`src/rtl/alu_pkg.sv`:
```
// Shared definitions for the 8-bit ALU: datapath width and the opcode encoding.
package alu_pkg;

    localparam int ALU_WIDTH = 8;
    localparam int ALU_OP_W  = 4;

    typedef enum logic [ALU_OP_W-1:0] {
        OP_ADD  = 4'h0,
        OP_SUB  = 4'h1,
        OP_MUL  = 4'h2,
        OP_DIV  = 4'h3,
        OP_SHL  = 4'h4,
        OP_SHR  = 4'h5,
        OP_ROL  = 4'h6,
        OP_ROR  = 4'h7,
        OP_AND  = 4'h8,
        OP_OR   = 4'h9,
        OP_XOR  = 4'hA,
        OP_NOR  = 4'hB,
        OP_NAND = 4'hC,
        OP_XNOR = 4'hD,
        OP_GT   = 4'hE,
        OP_EQ   = 4'hF
    } alu_op_e;

endpackage

```
`src/rtl/alu_8bit_core.sv`:
```
// Combinational opcode decode and datapath of the ALU.
// Optional signed-overflow output exists only when ALU_STATUS_FLAGS_EN is defined.
module alu_8bit_core
    import alu_pkg::*;
#(
    parameter int WIDTH = ALU_WIDTH
) (
    input  logic [WIDTH-1:0]    i_a,
    input  logic [WIDTH-1:0]    i_b,
    input  logic [ALU_OP_W-1:0] i_op,
    output logic [WIDTH-1:0]    o_result,
    output logic                o_carry
`ifdef ALU_STATUS_FLAGS_EN
    ,
    output logic                o_ovf
`endif
);

    logic [WIDTH:0]     w_sum;
    logic [WIDTH:0]     w_diff;
    logic [2*WIDTH-1:0] w_prod;
    logic [WIDTH-1:0]   w_quot;
    logic               w_b_zero;

    assign w_sum    = {1'b0, i_a} + {1'b0, i_b};
    // Bit WIDTH of the extended difference is the borrow (set iff a < b).
    assign w_diff   = {1'b0, i_a} - {1'b0, i_b};
    assign w_prod   = {{WIDTH{1'b0}}, i_a} * {{WIDTH{1'b0}}, i_b};
    assign w_b_zero = (i_b == '0);
    assign w_quot   = w_b_zero ? '1 : (i_a / i_b);

    always_comb begin
        o_result = '0;
        o_carry  = 1'b0;
        case (i_op)
            OP_ADD: begin
                o_result = w_sum[WIDTH-1:0];
                o_carry  = w_sum[WIDTH];
            end
            OP_SUB: begin
                o_result = w_diff[WIDTH-1:0];
                o_carry  = w_diff[WIDTH];
            end
            OP_MUL: begin
                o_result = w_prod[WIDTH-1:0];
                o_carry  = |w_prod[2*WIDTH-1:WIDTH];
            end
            OP_DIV: begin
                o_result = w_quot;
                o_carry  = w_b_zero;
            end
            OP_SHL: begin
                o_result = {i_a[WIDTH-2:0], 1'b0};
                o_carry  = i_a[WIDTH-1];
            end
            OP_SHR: begin
                o_result = {1'b0, i_a[WIDTH-1:1]};
                o_carry  = i_a[0];
            end
            OP_ROL: begin
                o_result = {i_a[WIDTH-2:0], i_a[WIDTH-1]};
                o_carry  = i_a[WIDTH-1];
            end
            OP_ROR: begin
                o_result = {i_a[0], i_a[WIDTH-1:1]};
                o_carry  = i_a[0];
            end
            OP_AND:  o_result = i_a & i_b;
            OP_OR:   o_result = i_a | i_b;
            OP_XOR:  o_result = i_a ^ i_b;
            OP_NOR:  o_result = ~(i_a | i_b);
            OP_NAND: o_result = ~(i_a & i_b);
            OP_XNOR: o_result = ~(i_a ^ i_b);
            OP_GT:   o_result = {{(WIDTH-1){1'b0}}, (i_a > i_b)};
            OP_EQ:   o_result = {{(WIDTH-1){1'b0}}, (i_a == i_b)};
            default: o_result = '0;
        endcase
    end

`ifdef ALU_STATUS_FLAGS_EN
    // Two's-complement overflow: operand signs agree (ADD) or differ (SUB) and the result sign flips.
    always_comb begin
        o_ovf = 1'b0;
        if (i_op == OP_ADD)
            o_ovf = (i_a[WIDTH-1] == i_b[WIDTH-1]) && (w_sum[WIDTH-1] != i_a[WIDTH-1]);
        else if (i_op == OP_SUB)
            o_ovf = (i_a[WIDTH-1] != i_b[WIDTH-1]) && (w_diff[WIDTH-1] != i_a[WIDTH-1]);
    end
`endif

endmodule

```
`src/rtl/alu_8bit.sv`:
```
// Registered 8-bit ALU: combinational core followed by one output register stage.
// Define ALU_STATUS_FLAGS_EN to add registered zero_flag, neg_flag and ovf_flag outputs.
module alu_8bit
    import alu_pkg::*;
#(
    parameter int WIDTH = ALU_WIDTH
) (
    input  logic                clk,
    input  logic                rst_n,
    input  logic [WIDTH-1:0]    operand_a,
    input  logic [WIDTH-1:0]    operand_b,
    input  logic [ALU_OP_W-1:0] operation,
    output logic [WIDTH-1:0]    result,
    output logic                carry_out
`ifdef ALU_STATUS_FLAGS_EN
    ,
    output logic                zero_flag,
    output logic                neg_flag,
    output logic                ovf_flag
`endif
);

    logic [WIDTH-1:0] w_result;
    logic             w_carry;
    logic [WIDTH-1:0] r_result;
    logic             r_carry;

`ifdef ALU_STATUS_FLAGS_EN
    logic w_ovf;
    logic r_zero;
    logic r_neg;
    logic r_ovf;
`endif

    alu_8bit_core #(
        .WIDTH    (WIDTH)
    ) u_core (
        .i_a      (operand_a),
        .i_b      (operand_b),
        .i_op     (operation),
        .o_result (w_result),
        .o_carry  (w_carry)
`ifdef ALU_STATUS_FLAGS_EN
        ,
        .o_ovf    (w_ovf)
`endif
    );

    always_ff @(posedge clk or negedge rst_n) begin
        if (!rst_n) begin
            r_result <= '0;
            r_carry  <= 1'b0;
        end else begin
            r_result <= w_result;
            r_carry  <= w_carry;
        end
    end

    assign result    = r_result;
    assign carry_out = r_carry;

`ifdef ALU_STATUS_FLAGS_EN
    // Flags describe the value being captured, so they share its one-cycle latency.
    always_ff @(posedge clk or negedge rst_n) begin
        if (!rst_n) begin
            r_zero <= 1'b0;
            r_neg  <= 1'b0;
            r_ovf  <= 1'b0;
        end else begin
            r_zero <= (w_result == '0);
            r_neg  <= w_result[WIDTH-1];
            r_ovf  <= w_ovf;
        end
    end

    assign zero_flag = r_zero;
    assign neg_flag  = r_neg;
    assign ovf_flag  = r_ovf;
`endif

endmodule

```
`config.mk`:
```
export PLATFORM = sky130hd
export DESIGN_NAME = alu_8bit
export DESIGN_NICKNAME = d
export VERILOG_FILES = /design/src/rtl/alu_pkg.sv /design/src/rtl/alu_8bit_core.sv /design/src/rtl/alu_8bit.sv
export SDC_FILE = /design/constraint.sdc
export NUM_CORES = 1
export LEC_CHECK = 0
export BUFFER_PORTS_ARGS = -buffer_cell sky130_fd_sc_hd__buf_2
export CORE_MARGIN = 2
export CORE_UTILIZATION = 50
export DETAILED_ROUTE_END_ITERATION = 10
export GPL_TIMING_DRIVEN = 0
export PLACE_DENSITY = 0.75
export SETUP_SLACK_MARGIN = 0.5
export SYNTH_ARGS = -nofsm -noshare
export SYNTH_HDL_FRONTEND = slang
export SYNTH_HIERARCHICAL = 1
export SYNTH_SLANG_ARGS = --single-unit
```
`constraint.sdc`:
```
create_clock -name clk -period 0.8 [get_ports clk]
set_input_delay 0.08 -clock clk [delete_from_list [all_inputs] [get_ports clk]]
set_output_delay 0.08 -clock clk [all_outputs]
set_load 0.01 [all_outputs]
```
==> Word-level counts from Yosys, hierarchy flattened <==
Index checks and enable logic that the tools add are counted.
{ "op_classes": {"add_sub_neg": 2, "muxes": 3, "order_cmp": 1, "bitwise_logic": 6, "reduce_logical": 5, "div_mod_pow": 1, "multipliers": 1, "eq_ne": 16} }
{ "ops": {"columns": ["operator", "count"], "rows": [
  ["one-hot mux 8 bit (16 select lines)", 1],
  ["equality test 4 bit (second input constant)", 8],
  ["NOT 8 bit", 3],
  ["equality test 4 x 3 -> 1 bit (second input constant)", 4],
  ["multiplier 8 x 8 -> 16 bit", 1],
  ["adder 8 x 8 -> 9 bit", 1],
  ["subtractor 8 x 8 -> 9 bit", 1],
  ["AND 8 bit", 1],
  ["divider 8 x 8 -> 8 bit", 1],
  ["equality test 4 x 2 -> 1 bit (second input constant)", 2],
  ["equality test 8 bit", 1],
  ["greater-than comparator 8 bit", 1],
  ["zero test 8 bit", 1],
  ["2-to-1 mux 8 bit", 1],
  ["OR 8 bit", 1],
  ["OR reduction 8 bit", 1],
  ["XOR 8 bit", 1],
  ["one-hot mux 1 bit (6 select lines)", 1],
  ["equality test 4 x 1 -> 1 bit (second input constant)", 1],
  ["zero test 4 bit", 1],
  ["OR reduction 2 bit", 2]
]} }
{ "word_totals": {"input_bits": 22, "out_inout_bits": 9, "register_bits": 9} }

==> Depth between registers and ports, before layout <==
{ "depth": {"word_depth": 3, "mapped_depth": 51, "depth_no_buf": 50} }

==> Hierarchy <==
The synthesis kept the hierarchy.
{ "modules_own_cells": {"columns": ["mod", "cells_each", "area_each_um2", "instances"], "rows": [
  ["alu_8bit_core", 709, 5210.0, 1],
  ["alu_8bit", 9, 225.2, 1]
]} }

==> Least setup slack after synthesis <==
No wires, ideal clock.
{ "synth_timing": {"path_kind": "input -> register", "start": "input port operand_b[7]", "end": "register r_result[0] (netlist: result[0])", "path_slack_ns": -9.152, "required_time_ns": 0.671, "setup_ns": 0.129, "stages": 44, "arrival_time_ns": 9.823, "path_cell_list": "buf_6 nor4_1 nand3_1 nor2_1 a21oi_1 a21oi_1 ha_1 or3_1 nand3_1 o311ai_0 and2_1 ha_1 a21oi_1 a211o_1 nor3_1 a21o_1 ha_1 a21oi_1 [8 not listed] a21o_1 ha_1 o211ai_1 nand2_1 a21oi_1 o21ai_1 mux2_2 ha_1 nand2_1 o21ai_0 nand4_1 a21oi_1 mux2_2 ha_1 a21o_1 a211o_1 o21ai_0 nand3_1"} }
{ "synth_via": {"elab_chain_cells": 3, "elab_cells_between_ends": 6, "classes_between": "1 x div; 1 x order compare; 1 x eq/ne; 2 x mux; 1 x reduce/logical"} }
{ "synth_lines": {"columns": ["item", "line", "text"], "rows": [
  ["start: declaration", "alu_8bit.sv:11", "input logic [WIDTH-1:0] operand_b,"],
  ["divider 8 x 8 -> 8 bit or zero test 8 bit (tied branches)", "alu_8bit_core.sv:30, alu_8bit_core.sv:29", null],
  ["2-to-1 mux 8 bit", "alu_8bit_core.sv:30", "assign w_quot = w_b_zero ? '1 : (i_a / i_b);"],
  ["one-hot mux 8 bit (16 select lines) *", "alu_8bit_core.sv:35", "case (i_op)"],
  ["via w_result[0]", "alu_8bit.sv:23", "logic [WIDTH-1:0] w_result;"],
  ["end signal: assignment", "alu_8bit.sv:54", "r_result <= w_result;"],
  ["end: declaration", "alu_8bit.sv:25", "logic [WIDTH-1:0] r_result;"]
]} }
Mark *: on every way through the listed nets, which the timed path passes. The rest lies on a longest branch.

==> Worst setup path in the final report <==
Ends and elaborated chain as after synthesis.

==> flow_summary.ini <==
[sta]
clock.fmax_mhz = 105.0
fin_ws_ns = -8.727
min_period_ns = 9.527
slew_headroom_pct = 31.78
tns_ns = -44.47
setup_violations = 10
hold_violations = 9
fin_hold_ws_ns = -0.3106
timing.final.crit_share_pct = 1191
tightest_slew_ns = 1.021
finalMaxSlewViolations = 0
rsz0062_at_grt = yes

[worst_setup_path]
startpoint_type = input pin
slowest_stage = or3_4
crit_path_start = operand_b[7]
cp_max_fo = 6
crit_top_cell = ha_4
cp_data_required_time_ns = 0.90
worstSetupEndpointType = register
cp_slowest_stage_delay_ns = 0.39
worstSetupPathType = in -> reg
critPathArrivalTime_ns = 9.63

[cells_and_area]
syn2layout_area_growth_pct = 37.48
most-common-layout-cells = 88 x buf_4, 75 x ha_1, 71 x nor2_1, 63 x inv_1, 42 x nand2_1
final_nets = 1004
antennaDiodeCount = 0
layout-drive-gt1-share_pct = 32.94
instances_no_fill = 984
final_common_cell = buf_4

[placement]
dp.final_hpwl_mm = 14.06
gp_congestion = 0.9661
place_inst = 887
place.port_buffers = 28

[global_routing]
grt_pass1_vias = 6010
grt_pass1_wl_mm = 31.25
grt.overflow.total = 0
grt_usage_pct = 34.26
grt_max_degree = 17
antenna_found_initial = 0

[synth]
synthCells = 718
ys_warn_count = 6
yosysSeqAreaShare_pct = 4.144
synth_edf_count = 0
syn_nets = 877
yosys_most_used_dff = dfrtp_1
syn_avg_cell_area_um2 = 7.570
async_flop_share_pct = 100.0
syn_area_um2 = 5435
ys_types = 63
ys_ff_latch = 9

[routing]
wl_met3_mm = 1.958
num_vias = 6301
routed_wl_mm = 21.39
highest_layer = met4
drtAntennaViolNets = 0
wire_per_inst_um = 21.74
first_pass_iters = 5
drc_errors = 0
drtIter0Drc = 707
met2_length_mm = 9.804
wl_met1_mm = 8.455
vias_per_cell = 6.403

[floorplan]
start_util_pct = 50.58
die_w_um = 108.3
core_area_um2 = 10750
row_count = 38
die_area_um2 = 11720
ios = 31
die_y_um = 108.3

[clocking]
cts_buffers = 3
htree_levels = 1
tritoncts = built
clock-sinks = 9
clk_path_buf_depth = 2
path_clk_slew_ns = 0.05
root_buffer = clkbuf_8

[status]
failed_checks = hold timing, setup timing
status = complete, but fails checks

[power]
leakage_nw = 3.312
powerDensity_nw_per_um2 = 1469
total_power_mw = 10.97
ir_worst_vdd_uv = 1450

[job]
maxCapViolCount = 0

[hold_path]
worst_hold_path_type = in -> async
==> power by group <==
part	switching, mW	total (mW)	internal (mW)
logic	5.36	9.90	4.54
registers	0.0146	0.543	0.529
clock network	0.179	0.526	0.347
total	5.55	11.0	5.42
==> layout make-up <==
type / count / area (um^2)
Sequential cell: 9 / 225.2
Inverter: 86 / 404.1
Timing Repair Buffer: 122 / 979.7
Multi-Input combinational cell: 599 / 5530
Fill cell: 859 / 3273
Buffer: 24 / 112.6
Tap cell: 140 / 175.2
Clock buffer: 4 / 45.04
==> state kept, by name (all words and copies together), names as in the netlist <==
signal     cells
result         8
carry_out      1
==> cell families (layout without fill, tap and decap cells) <==
family,Yosys count,count (layout),share of synthesized area [%]
xor+xnor,31,31,4.995
mux,22,22,4.512
fa+ha+maj,137,137,36.79
buf+inv,110,236,7.735
compound gates,202,202,24.45
simple gates,207,207,17.38
flops,9,9,4.144
==> layer usage <==
layer	up-vias	global-route usage, %
met1	3027	44.20
met5	-	0
met3	103	5.847
li1	2794	-
met2	377	56.69
met4	0	14.10
==> critical path: cells and delay by family <==
| family | cells | cell delay, ns |
|---|---|---|
| compound gates | 21 | 3.73 |
| fa+ha+maj | 7 | 1.72 |
| buf+inv | 5 | 0.62 |
| mux | 3 | 1.07 |
| simple gates | 13 | 2.39 |
==> cell usage after synthesis, types with 13 or more instances <==
cell	n	share of area, %
nand2_1	45	3.1
ha_1	99	23
inv_1	80	5.5
fa_1	38	14
o21ai_0	39	3.6
xnor2_1	18	2.9
nor3_1	17	1.6
nor2_1	87	6.0
xor2_1	13	2.1
clkbuf_1	21	1.5
a21oi_1	54	5.0
==> what timing repair did <==
action,4_1_cts,5_1_grt
endpoints found under the hold margin,9,9
buffers inserted,61,32
gates resized for setup,67,68
endpoints found under the setup margin,18,18
pin swaps,44,36
==> final timing paths <==
| path | to | slack (ns) | cells past startpoint |
|---|---|---|---|
| setup / recovery | result[0]$_DFF_PN0_ | -8.73 | 49 |
| hold / removal | result[5]$_DFF_PN0_ | -0.31 | 1 |
| max in group asynchronous | result[3]$_DFF_PN0_ | 0.93 | 1 |
| min in group clk | carry_out$_DFF_PN0_ | 0.38 | 3 |
==> metrics by stage <==
stage	utilization [%]	setup slack, ns	cell area, um^2
floorplan	-	-7.773	5837
global placement	57.25	-8.664	6152
detailed placement	57.44	-8.868	6172
CTS	65.27	-7.918	7013
global route	69.54	-9.122	7472
finish	69.54	-8.727	7472
(Power assumes the default switching activity.)
